==> config.mk <==
export PLATFORM = sky130hd
export DESIGN_NAME = bit_serial_alu_seq
export DESIGN_NICKNAME = d
export VERILOG_FILES = /design/src/rtl/bit_serial_alu_seq.sv
export SDC_FILE = /design/constraint.sdc
export NUM_CORES = 1
export LEC_CHECK = 0
export CAP_MARGIN = 20
export CORE_MARGIN = 8
export CORE_UTILIZATION = 30
export CTS_CLUSTER_DIAMETER = 100
export DETAILED_ROUTE_END_ITERATION = 16
export GPL_ROUTABILITY_DRIVEN = 1
export GPL_TIMING_DRIVEN = 0
export PLACE_DENSITY_LB_ADDON = 0.08
export SKIP_CTS_REPAIR_TIMING = 1
export SLEW_MARGIN = 20
export SYNTH_ARGS = -nofsm -noshare
export SYNTH_HDL_FRONTEND = slang
export SYNTH_SLANG_ARGS = --single-unit
==> constraint.sdc <==
create_clock -name clk -period 2.4 [get_ports clk]
set_clock_uncertainty 0.2 [all_clocks]
set_input_delay 0.24 -clock clk [delete_from_list [all_inputs] [get_ports clk]]
set_output_delay 0.24 -clock clk [all_outputs]
set_load 0.01 [all_outputs]
==> src/rtl/bit_serial_alu_seq.sv <==
// ---------------------------------------------------------------------------
// bit_serial_alu_seq
//
// Sequencer that drives a single combinational one-bit ALU slice. An accepted
// WIDTH-bit operation is presented to the slice one bit per clock, LSB first.
// The slice's carry-out is chained back in as the next bit's carry-in, and the
// WIDTH-bit result is reassembled together with carry/zero/overflow flags.
//
// Ports
//   clk, rst_n     clock; synchronous active-low reset
//   start          operation request, honoured only when busy=0
//   OP_IN/A_IN/B_IN opcode and operands, captured on an accepted start
//   busy           high while operand bits are being sequenced
//   done           one-cycle pulse, RESULT and flags valid
//   RESULT         assembled result, held until the next accepted start
//   CARRY/ZERO/OVF carry out of MSB, result==0, signed overflow (ADD/SUB)
//   OP/A/B/Cin     to slice: opcode, current operand bits, carry in
//   RES/Cout       from slice: result bit and carry out of the current bit
// ---------------------------------------------------------------------------
module bit_serial_alu_seq #(
    parameter int WIDTH = 8
) (
    input  logic             clk,
    input  logic             rst_n,
    input  logic             start,
    input  logic [3:0]       OP_IN,
    input  logic [WIDTH-1:0] A_IN,
    input  logic [WIDTH-1:0] B_IN,
    output logic             busy,
    output logic             done,
    output logic [WIDTH-1:0] RESULT,
    output logic             CARRY,
    output logic             ZERO,
    output logic             OVF,
    output logic [3:0]       OP,
    output logic             A,
    output logic             B,
    output logic             Cin,
    input  logic             RES,
    input  logic             Cout
);

    localparam int               CNT_W    = $clog2(WIDTH);
    localparam logic [CNT_W-1:0] LAST_BIT = CNT_W'(WIDTH - 1);

    localparam logic [3:0] OP_ADD = 4'b0000;
    localparam logic [3:0] OP_SUB = 4'b0001;

    localparam logic [1:0] ST_IDLE  = 2'd0;
    localparam logic [1:0] ST_SHIFT = 2'd1;
    localparam logic [1:0] ST_DONE  = 2'd2;

    logic [1:0]       state_q,      state_d;
    logic [CNT_W-1:0] cnt_q,        cnt_d;
    logic [3:0]       op_q,         op_d;
    logic [WIDTH-1:0] a_q,          a_d;
    logic [WIDTH-1:0] b_q,          b_d;
    logic             carry_q,      carry_d;
    logic [WIDTH-1:0] result_q,     result_d;
    logic             carry_flag_q, carry_flag_d;
    logic             zero_q,       zero_d;
    logic             ovf_q,        ovf_d;

    logic             in_shift;
    logic             accept;
    logic             is_arith;
    logic [WIDTH-1:0] result_next;

    assign in_shift = (state_q == ST_SHIFT);
    assign accept   = start && !in_shift;
    assign is_arith = (op_q == OP_ADD) || (op_q == OP_SUB);

    // The slice's result bit enters from the MSB side, so after WIDTH shifts
    // bit 0 of the operation has landed in bit 0 of the result register.
    assign result_next = {RES, result_q[WIDTH-1:1]};

    always_comb begin
        // NOTE: every _d takes its _q value first, so paths that do not
        // assign a signal hold state instead of inferring a latch.
        state_d      = state_q;
        cnt_d        = cnt_q;
        op_d         = op_q;
        a_d          = a_q;
        b_d          = b_q;
        carry_d      = carry_q;
        result_d     = result_q;
        carry_flag_d = carry_flag_q;
        zero_d       = zero_q;
        ovf_d        = ovf_q;

        case (state_q)
            ST_IDLE: begin
                if (start) state_d = ST_SHIFT;
            end
            ST_SHIFT: begin
                // Operand registers shift right so the current bit is always
                // at position 0; the carry register follows the slice.
                a_d      = a_q >> 1;
                b_d      = b_q >> 1;
                result_d = result_next;
                carry_d  = Cout;
                cnt_d    = cnt_q + 1'b1;
                if (cnt_q == LAST_BIT) begin
                    state_d      = ST_DONE;
                    cnt_d        = '0;
                    carry_flag_d = Cout;
                    zero_d       = (result_next == '0);
                    // carry_q is the carry into the MSB during this bit.
                    ovf_d        = is_arith && (carry_q ^ Cout);
                end
            end
            ST_DONE: begin
                state_d = start ? ST_SHIFT : ST_IDLE;
            end
            default: begin
                state_d = ST_IDLE;
            end
        endcase

        // A new operation can only begin outside SHIFT, so this never
        // collides with the bit-shifting updates above.
        if (accept) begin
            op_d     = OP_IN;
            a_d      = A_IN;
            b_d      = B_IN;
            result_d = '0;
            cnt_d    = '0;
            carry_d  = (OP_IN == OP_SUB);
        end
    end

    // NOTE: sequential state uses non-blocking assignments so every flop
    // samples the pre-edge values regardless of statement order.
    always_ff @(posedge clk) begin
        if (!rst_n) begin
            state_q      <= ST_IDLE;
            cnt_q        <= '0;
            op_q         <= '0;
            a_q          <= '0;
            b_q          <= '0;
            carry_q      <= 1'b0;
            result_q     <= '0;
            carry_flag_q <= 1'b0;
            zero_q       <= 1'b0;
            ovf_q        <= 1'b0;
        end else begin
            state_q      <= state_d;
            cnt_q        <= cnt_d;
            op_q         <= op_d;
            a_q          <= a_d;
            b_q          <= b_d;
            carry_q      <= carry_d;
            result_q     <= result_d;
            carry_flag_q <= carry_flag_d;
            zero_q       <= zero_d;
            ovf_q        <= ovf_d;
        end
    end

    assign busy   = in_shift;
    assign done   = (state_q == ST_DONE);
    assign RESULT = result_q;
    assign CARRY  = carry_flag_q;
    assign ZERO   = zero_q;
    assign OVF    = ovf_q;

    // Slice operand/carry inputs are forced low outside SHIFT; the opcode
    // keeps showing the last captured operation.
    assign OP  = op_q;
    assign A   = in_shift & a_q[0];
    assign B   = in_shift & b_q[0];
    assign Cin = in_shift & carry_q;

endmodule
=== Word level (Yosys, flattened, before mapping) ===
Cells that the tools add are included.

* Register bits after elaboration: 37
* Output and inout bits: 20

* Add/sub/neg operators: 1
* Equal/unequal tests: 7
* Mux-type cells: 11
* Bitwise gates (word level): 5
* Reduce and logical (&&, ||, !) cells: 11

{| class="wikitable"
|+ Operator list
! operator !! number
|-
| $mux 8 || 4
|-
| $eq 4x1->1 const B || 2
|-
| $logic_not 8->1 || 1
|-
| $pmux 2 s3 || 1
|-
| $logic_not 4->1 || 1
|-
| $mux 2 || 2
|-
| $reduce_and 2->1 || 2
|-
| $add 3x1->3 const B || 1
|-
| $and 1x1->1 || 3
|-
| $eq 3x3->1 const B || 1
|-
| $mux 1 || 3
|-
| $mux 3 || 1
|-
| $eq 2x1->1 const B || 1
|-
| $eq 2x2->1 const B || 1
|-
| $logic_and 1x1->1 || 2
|-
| $logic_not 2->1 || 1
|-
| $ne 2x1->1 const B || 1
|-
| $ne 2x2->1 const B || 1
|-
| $reduce_bool 2->1 || 1
|-
| $reduce_or 2->1 || 1
|-
| $logic_not 1->1 || 1
|-
| $logic_or 1x1->1 || 1
|-
| $not 1->1 || 1
|-
| $xor 1x1->1 || 1
|}

=== Logic depth before layout (Yosys ltp) ===
Gate-level depths: netlist (run 1).

* Depth in word-level cells: 4
* Depth in mapped cells: 6
* Mapped depth without buffers: 5

=== Worst setup path before layout (run 1) ===
No wires, ideal clock.

* Path type: register to output
* From: register state_q[1]
* To: output port A
* Arrival: 0.965 ns
* Setup slack: 0.995 ns
* Stages on the path, launching flop included: 6
* Path through: dfxtp_1 -> nand2b_4 -> inv_1 -> buf_4 -> buf_4 -> and2_1

* Longest elaborated chain between the ends: 2

{| class="wikitable"
|+ RTL lines
! element !! RTL line !! RTL
|-
| from (decl) || 53 || <nowiki>logic [1:0] state_q, state_d;</nowiki>
|-
| from (signal assigned) || 147 || <nowiki>state_q <= state_d;</nowiki>
|-
| $eq 2x1->1 || 69 || <nowiki>assign in_shift = (state_q == ST_SHIFT);</nowiki>
|-
| via busy || 29 || <nowiki>output logic busy,</nowiki>
|-
| $and 1x1->1 || 170 || <nowiki>assign A = in_shift & a_q[0];</nowiki>
|-
| to (decl) || 36 || <nowiki>output logic A,</nowiki>
|}

The timed path passes the listed nets, and every way through them passes these cells.

=== Final worst setup path (run 1) ===
* From: register state_q[1]
* To: output port A

* Longest elaborated chain between the ends: 2

{| class="wikitable"
|+ RTL lines
! element !! RTL line
|-
| $eq 2x1->1 || 69
|-
| $and 1x1->1 || 170
|}

No other way between the ends.

==> metrics.cfg, run 1 <==
[place]
detailedPlace.worstSlack_ns = 0.3739
dpl_cell_area_um2 = 2071
place.gp.congestion = 0.7791
port_buffers = 43
hpwl_um = 2960

[logic_synthesis]
synth-edff-count = 0
ys_ff_latch = 37
yosys-top-cells-count = 37 x dfxtp_1, 27 x nand2_1, 17 x a21oi_1, 17 x mux2i_1, 17 x nor2_1
synth_cells = 173
synth_area_leaders = dfxtp_1 48%, mux2i_1 11%, a211oi_1 6.8%
netlist_area_um2 = 1553
syn-num-nets = 200
avgSynthCellArea_um2 = 8.975
yosysSeqAreaShare = 0.4770
yosysUniqueCellTypes = 26
synth_area_leader_cell = dfxtp_1
yosysMostFrequentCell = dfxtp_1
synthFlopType = dfxtp_1
yosysWarningCount = 0
synth-async-reset-ratio = 0
synth_top_area_frac = 0.4770

[setup_path]
crit_arrival_ns = 1.75
critPathMaxFanout = 19
cp_data_required_time_ns = 1.96
cp-start-kind = register
cp-end-kind = primary output
critical_path_class = reg2out

[cts]
clock_latency_ns = 0.28
cts.clk_slew.worst_paths_ns = 0.07
cts.sinks = 37
clock-root-buffer = clkbuf_8
cts-buffers-inserted = 5
cts_buffer_depth = 2
htree_levels = 2
cts_tree = yes

[global_routing]
antenna_found_initial = 0
grt_max_degree = 11
grt_use_total = 0.1084
grt_pass1_vias = 1345
grt_pass1_wl_um = 6437
grt_overflow = 0

[drt]
vias = 1326
drt-initial-drc-count = 27
antenna_left = 0
via_per_inst = 4.541
totalWireLength_um = 3911
dr.pass1.iters = 6
drc = 0
post_drt_wl_per_cell_um = 13.39

[job]
cap_violations = 0

[power_and_ir_drop]
ir_drop_uv = 380.6
power.density_nw_per_um2 = 601.7
power_leakage_nw = 0.8429

[die]
ios = 45
core_um2 = 5042
initial_core_util = 0.3079
dieArea_um2 = 7734
row_count = 26
die_y_um = 87.95
floorplan.die.width_um = 87.95

[layout]
final_nets = 249
area_delta_synth_final_pct = 38.52
final_layout_size_suffix_gt1_frac = 0.08559
fillers = 515
final_area_um2 = 2151
diodes = 0
fin_util = 0.4266

[timing]
rsz0062_at_grt = false
setup_violations = 0
slew_headroom = 0.6732
fmax_ghz = 0.4559
worstMarginPinSlew_ns = 0.4902
setup_ws_ns = 0.2066
holdWs_ns = 0.1760
hold_viol_final = 0
drv_slew = 0
min_period_ns = 2.193
post-route-period-util = 0.9139
fin_tns_setup_ns = 0

[hold_path]
hold_class = in2reg

[outcome]
outcome = complete, no violations

==> where the power goes <==
part           total [W]  switching, W  internal (W)
combinational   0.000194     0.0000936      0.000101
sequential      0.000667     0.0000187      0.000648
clock           0.000433      0.000205      0.000228
==> flip-flops by register name, summed over array words and instances (netlist names) <==
register / count
CARRY: 1
OP: 4
OVF: 1
RESULT: 8
ZERO: 1
a_q: 8
b_q: 8
carry_q: 1
cnt_q: 3
state_q: 2
==> layer usage <==
layer  GRT usage  vias up  share of wire
met3     0.03846        4          0.049
li1            -      695              -
met5           0        -              0
met2      0.1744       26           0.47
met4     0.04688        0          0.011
met1      0.1264      601           0.47
==> cell type report <==
class / instances / area, um2 / share of cell area
plain buffers: 11 / 71.32 / 0.03316
flip-flops and latches: 37 / 742.0 / 0.3450
well taps: 70 / 87.58 / 0.04072
clock buffers: 7 / 86.33 / 0.04014
repair buffers: 43 / 430.4 / 0.2001
multi-input cells: 120 / 718.2 / 0.3339
inverters: 4 / 15.01 / 0.006981
==> per-stage QoR <==
step / cells / power [W]
after global placement: 286 / 0.0008737
after global routing: 292 / 0.001367
after CTS: 293 / 0.001314
final: 292 / 0.001294
after detailed placement: 286 / 0.0008780
after floorplan: 173 / 0.0007885
==> worst paths after layout <==
path / endpoint / cells past startpoint / start / slack, ns
setup reg to reg: CARRY / 5 / cnt_q[0] / 0.86
hold / removal: a_q[5] / 3 / start / 0.18
setup / recovery: A / 5 / state_q[1] / 0.21
hold reg to reg: cnt_q[2] / 2 / cnt_q[2] / 0.26
==> layout by cell type (no fill, tap or decap), types with 2 or more instances in the layout <==
| cell type | instances |
|---|---|
| a211oi_1 | 14 |
| a21oi_1 | 17 |
| and2_1 | 4 |
| buf_2 | 5 |
| buf_4 | 2 |
| buf_6 | 2 |
| clkbuf_8 | 6 |
| clkdlybuf4s50_1 | 43 |
| dfxtp_1 | 36 |
| ha_1 | 2 |
| inv_1 | 3 |
| mux2i_1 | 17 |
| nand2_1 | 27 |
| nand3_1 | 4 |
| nor2_1 | 17 |
| nor4_1 | 2 |
| o21ai_0 | 6 |
| o22ai_1 | 3 |
==> kinds of logic (layout without fill, tap and decap cells) <==
logic type               count (synthesis)  in the layout  share of synthesized area
buffers and inverters                   16             65                    0.06042
flip-flops                              37             37                     0.4770
AO/OA/AOI/OAI                           40             40                     0.1539
adder cells (fa/ha/maj)                  2              2                    0.01611
AND/OR/NAND/NOR                         60             60                     0.1773
XOR/XNOR                                 1              1                   0.005642
multiplexers                            17             17                     0.1096
==> worst max-delay path: stages (launching register included) <==
cell and delay (ns):
dfxtp_1 0.33, nand2b_4 0.15, inv_1 0.06, buf_4 0.22
and2_1 0.16, clkdlybuf4s50_1 0.54
Power figures use the tool's default switching activity.
==> inputs of run 2 (changes only) <==
--- a/config.mk
+++ b/config.mk
@@ -5,14 +5,12 @@
 export SDC_FILE = /design/constraint.sdc
 export NUM_CORES = 1
 export LEC_CHECK = 0
-export CAP_MARGIN = 20
-export CORE_MARGIN = 8
 export CORE_UTILIZATION = 30
 export CTS_CLUSTER_DIAMETER = 100
 export DETAILED_ROUTE_END_ITERATION = 16
 export GPL_ROUTABILITY_DRIVEN = 1
 export GPL_TIMING_DRIVEN = 0
-export PLACE_DENSITY_LB_ADDON = 0.08
+export PLACE_DENSITY = 0.61
 export SKIP_CTS_REPAIR_TIMING = 1
 export SLEW_MARGIN = 20
 export SYNTH_ARGS = -nofsm -noshare
==> run 2 against run 1 <==
Clock-buffer cell count did not move. Die area fell by 29%. Maximum frequency fell by 3.8%. Non-clock buffer count rose by 1. Flip-flop and latch count did not move. Global-route usage rose by 2.7 points. Power fell by 0.33%. Cell count fell by 0.68%. Register-to-register slack improved by 0.03 ns. Critical path depth rose by 1. Critical endpoint is now Cin. Highest routed layer unchanged.
==> metrics.cfg, run 2 (same netlist as run 1, synthesis figures left out) <==
[global_routing]
grt_pass1_vias = 1243  ; was 1345
antenna_found_initial = 0  ; unchanged
grt_use_total = 0.1355  ; was 0.1084
grt_pass1_wl_um = 5602  ; was 6437 um
grt_overflow = 0  ; unchanged
grt_max_degree = 11  ; unchanged

[timing]
hold_viol_final = 0  ; unchanged
post-route-period-util = 0.9505  ; was 0.9139
min_period_ns = 2.281  ; was 2.193 ns
fmax_ghz = 0.4384  ; was 0.4559 GHz
setup_violations = 0  ; unchanged
fin_tns_setup_ns = 0  ; unchanged
rsz0062_at_grt = false  ; unchanged
drv_slew = 0  ; unchanged
worstMarginPinSlew_ns = 0.4642  ; was 0.4902 ns
slew_headroom = 0.6906  ; was 0.6732

[cts]
clock-root-buffer = clkbuf_8  ; unchanged
cts.sinks = 37  ; unchanged
htree_levels = 2  ; unchanged
cts-buffers-inserted = 5  ; unchanged
cts_tree = yes  ; unchanged
cts_buffer_depth = 2  ; unchanged
clock_latency_ns = 0.28  ; about the same
cts.clk_slew.worst_paths_ns = 0.07  ; about the same

[drt]
dr.max_layer_used = met4  ; unchanged
dr.pass1.iters = 4  ; was 6
met1Wirelength_um = 1643  ; was 1837 um
met3_length_um = 147  ; was 192 um
via_per_inst = 4.728  ; was 4.541
post_drt_wl_per_cell_um = 11.71  ; was 13.39 um
drc = 0  ; unchanged
totalWireLength_um = 3396  ; was 3911 um
vias = 1371  ; was 1326
antenna_left = 0  ; unchanged
drt-initial-drc-count = 61  ; was 27
dr_wl_met2_um = 1555  ; was 1836 um

[layout]
instances_no_fill = 290  ; was 292
fin_util = 0.4444  ; was 0.4266
final_nets = 250  ; was 249
final_layout_size_suffix_gt1_frac = 0.08969  ; was 0.08559
final_common_cell = clkdlybuf4s50_1  ; unchanged
layout_common_cells = 43 x clkdlybuf4s50_1, 36 x dfxtp_1, 27 x nand2_1  ; unchanged
diodes = 0  ; unchanged
area_delta_synth_final_pct = 38.76  ; was 38.52%

[die]
ios = 45  ; unchanged
initial_core_util = 0.3203  ; was 0.3079
dieArea_um2 = 5468  ; was 7734 um2
die_y_um = 73.95  ; was 87.95 um
floorplan.die.width_um = 73.95  ; was 87.95 um
row_count = 25  ; was 26
core_um2 = 4848  ; was 5042 um2

[hold_path]
holdPathEnd = a_q[5]  ; unchanged
hold_class = in2reg  ; unchanged
min_from = start  ; unchanged
holdPathStages = 3  ; unchanged

[job]
cap_violations = 0  ; unchanged

[place]
placed_cells = 283  ; was 286
place.gp.congestion = 0.6891  ; was 0.7791
hpwl_um = 2580  ; was 2960 um
port_buffers = 43  ; unchanged

[setup_path]
r2r_slack_ns = 0.89  ; was 0.86 ns
cp-start-kind = register  ; unchanged
worstReg2RegStart = cnt_q[0]  ; unchanged
cp_data_required_time_ns = 1.96  ; about the same
critPathMaxFanout = 10  ; was 19
crit_arrival_ns = 1.84  ; was 1.75 ns
rr_worst_depth = 5  ; unchanged
r2r-end = CARRY  ; unchanged
cp-end-kind = primary output  ; unchanged
cp-startpoint = state_q[1]  ; unchanged
critical_path_class = reg2out  ; unchanged

[power_and_ir_drop]
ir_drop_uv = 410.9  ; was 380.6 uV
power_leakage_nw = 0.8480  ; was 0.8429 nW
power.density_nw_per_um2 = 598.6  ; was 601.7 nW/um2

[outcome]
outcome = complete, no violations  ; unchanged

[run 2: cell count changes in the layout (fill, tap and decap cells not counted), sizes merged]
cell and change:
buf +1
[run 2: per-stage QoR]
step	hold slack [ns]	setup WS, ns	total power [W]	cell area [um2]
finish	0.1774	0.1189	0.001290	2155
floorplan	0.1617	0.9948	0.0007885	1553
CTS	0.1751	0.07158	0.001311	2153
global route	0.1943	0.02113	0.001350	2155
global placement	0.2471	0.3899	0.0008747	2067
detailed placement	0.2555	0.3872	0.0008769	2067
[run 2: area by class of cell]
type	instances	area, um2
Fill cell	525	2694
Buffer	12	78.83
Timing Repair Buffer	43	430.4
Clock buffer	7	86.33
Inverter	4	15.01
Multi-Input combinational cell	120	718.2
Tap cell	67	83.83
Sequential cell	37	742.0
[run 2: worst max-delay path: stages (launching register included)]
cell,delay [ns]
dfxtp_1,0.32
nand2b_4,0.15
inv_1,0.06
buf_4,0.16
buf_4,0.18
and2_1,0.15
clkdlybuf4s50_1,0.53
[run 2: power breakdown]
part	switching [W]	internal (W)	total, W
logic	0.0000912	0.000102	0.000193
registers	0.0000192	0.000648	0.000667
clock network	0.000202	0.000228	0.000429
[run 2: worst max-delay path by stage]
stage | endpoint | slack (ns)
finish | Cin | 0.12
global route | Cin | 0.02
CTS | Cin | 0.07
detailed placement | Cin | 0.39
global placement | Cin | 0.39
floorplan | A | 0.99
[run 2: layer usage]
metal,vias to the layer above,GRT usage
li1,698,-
met1,628,0.1843
met2,38,0.2051
met3,7,0.03252
met4,0,0.05769
met5,-,0
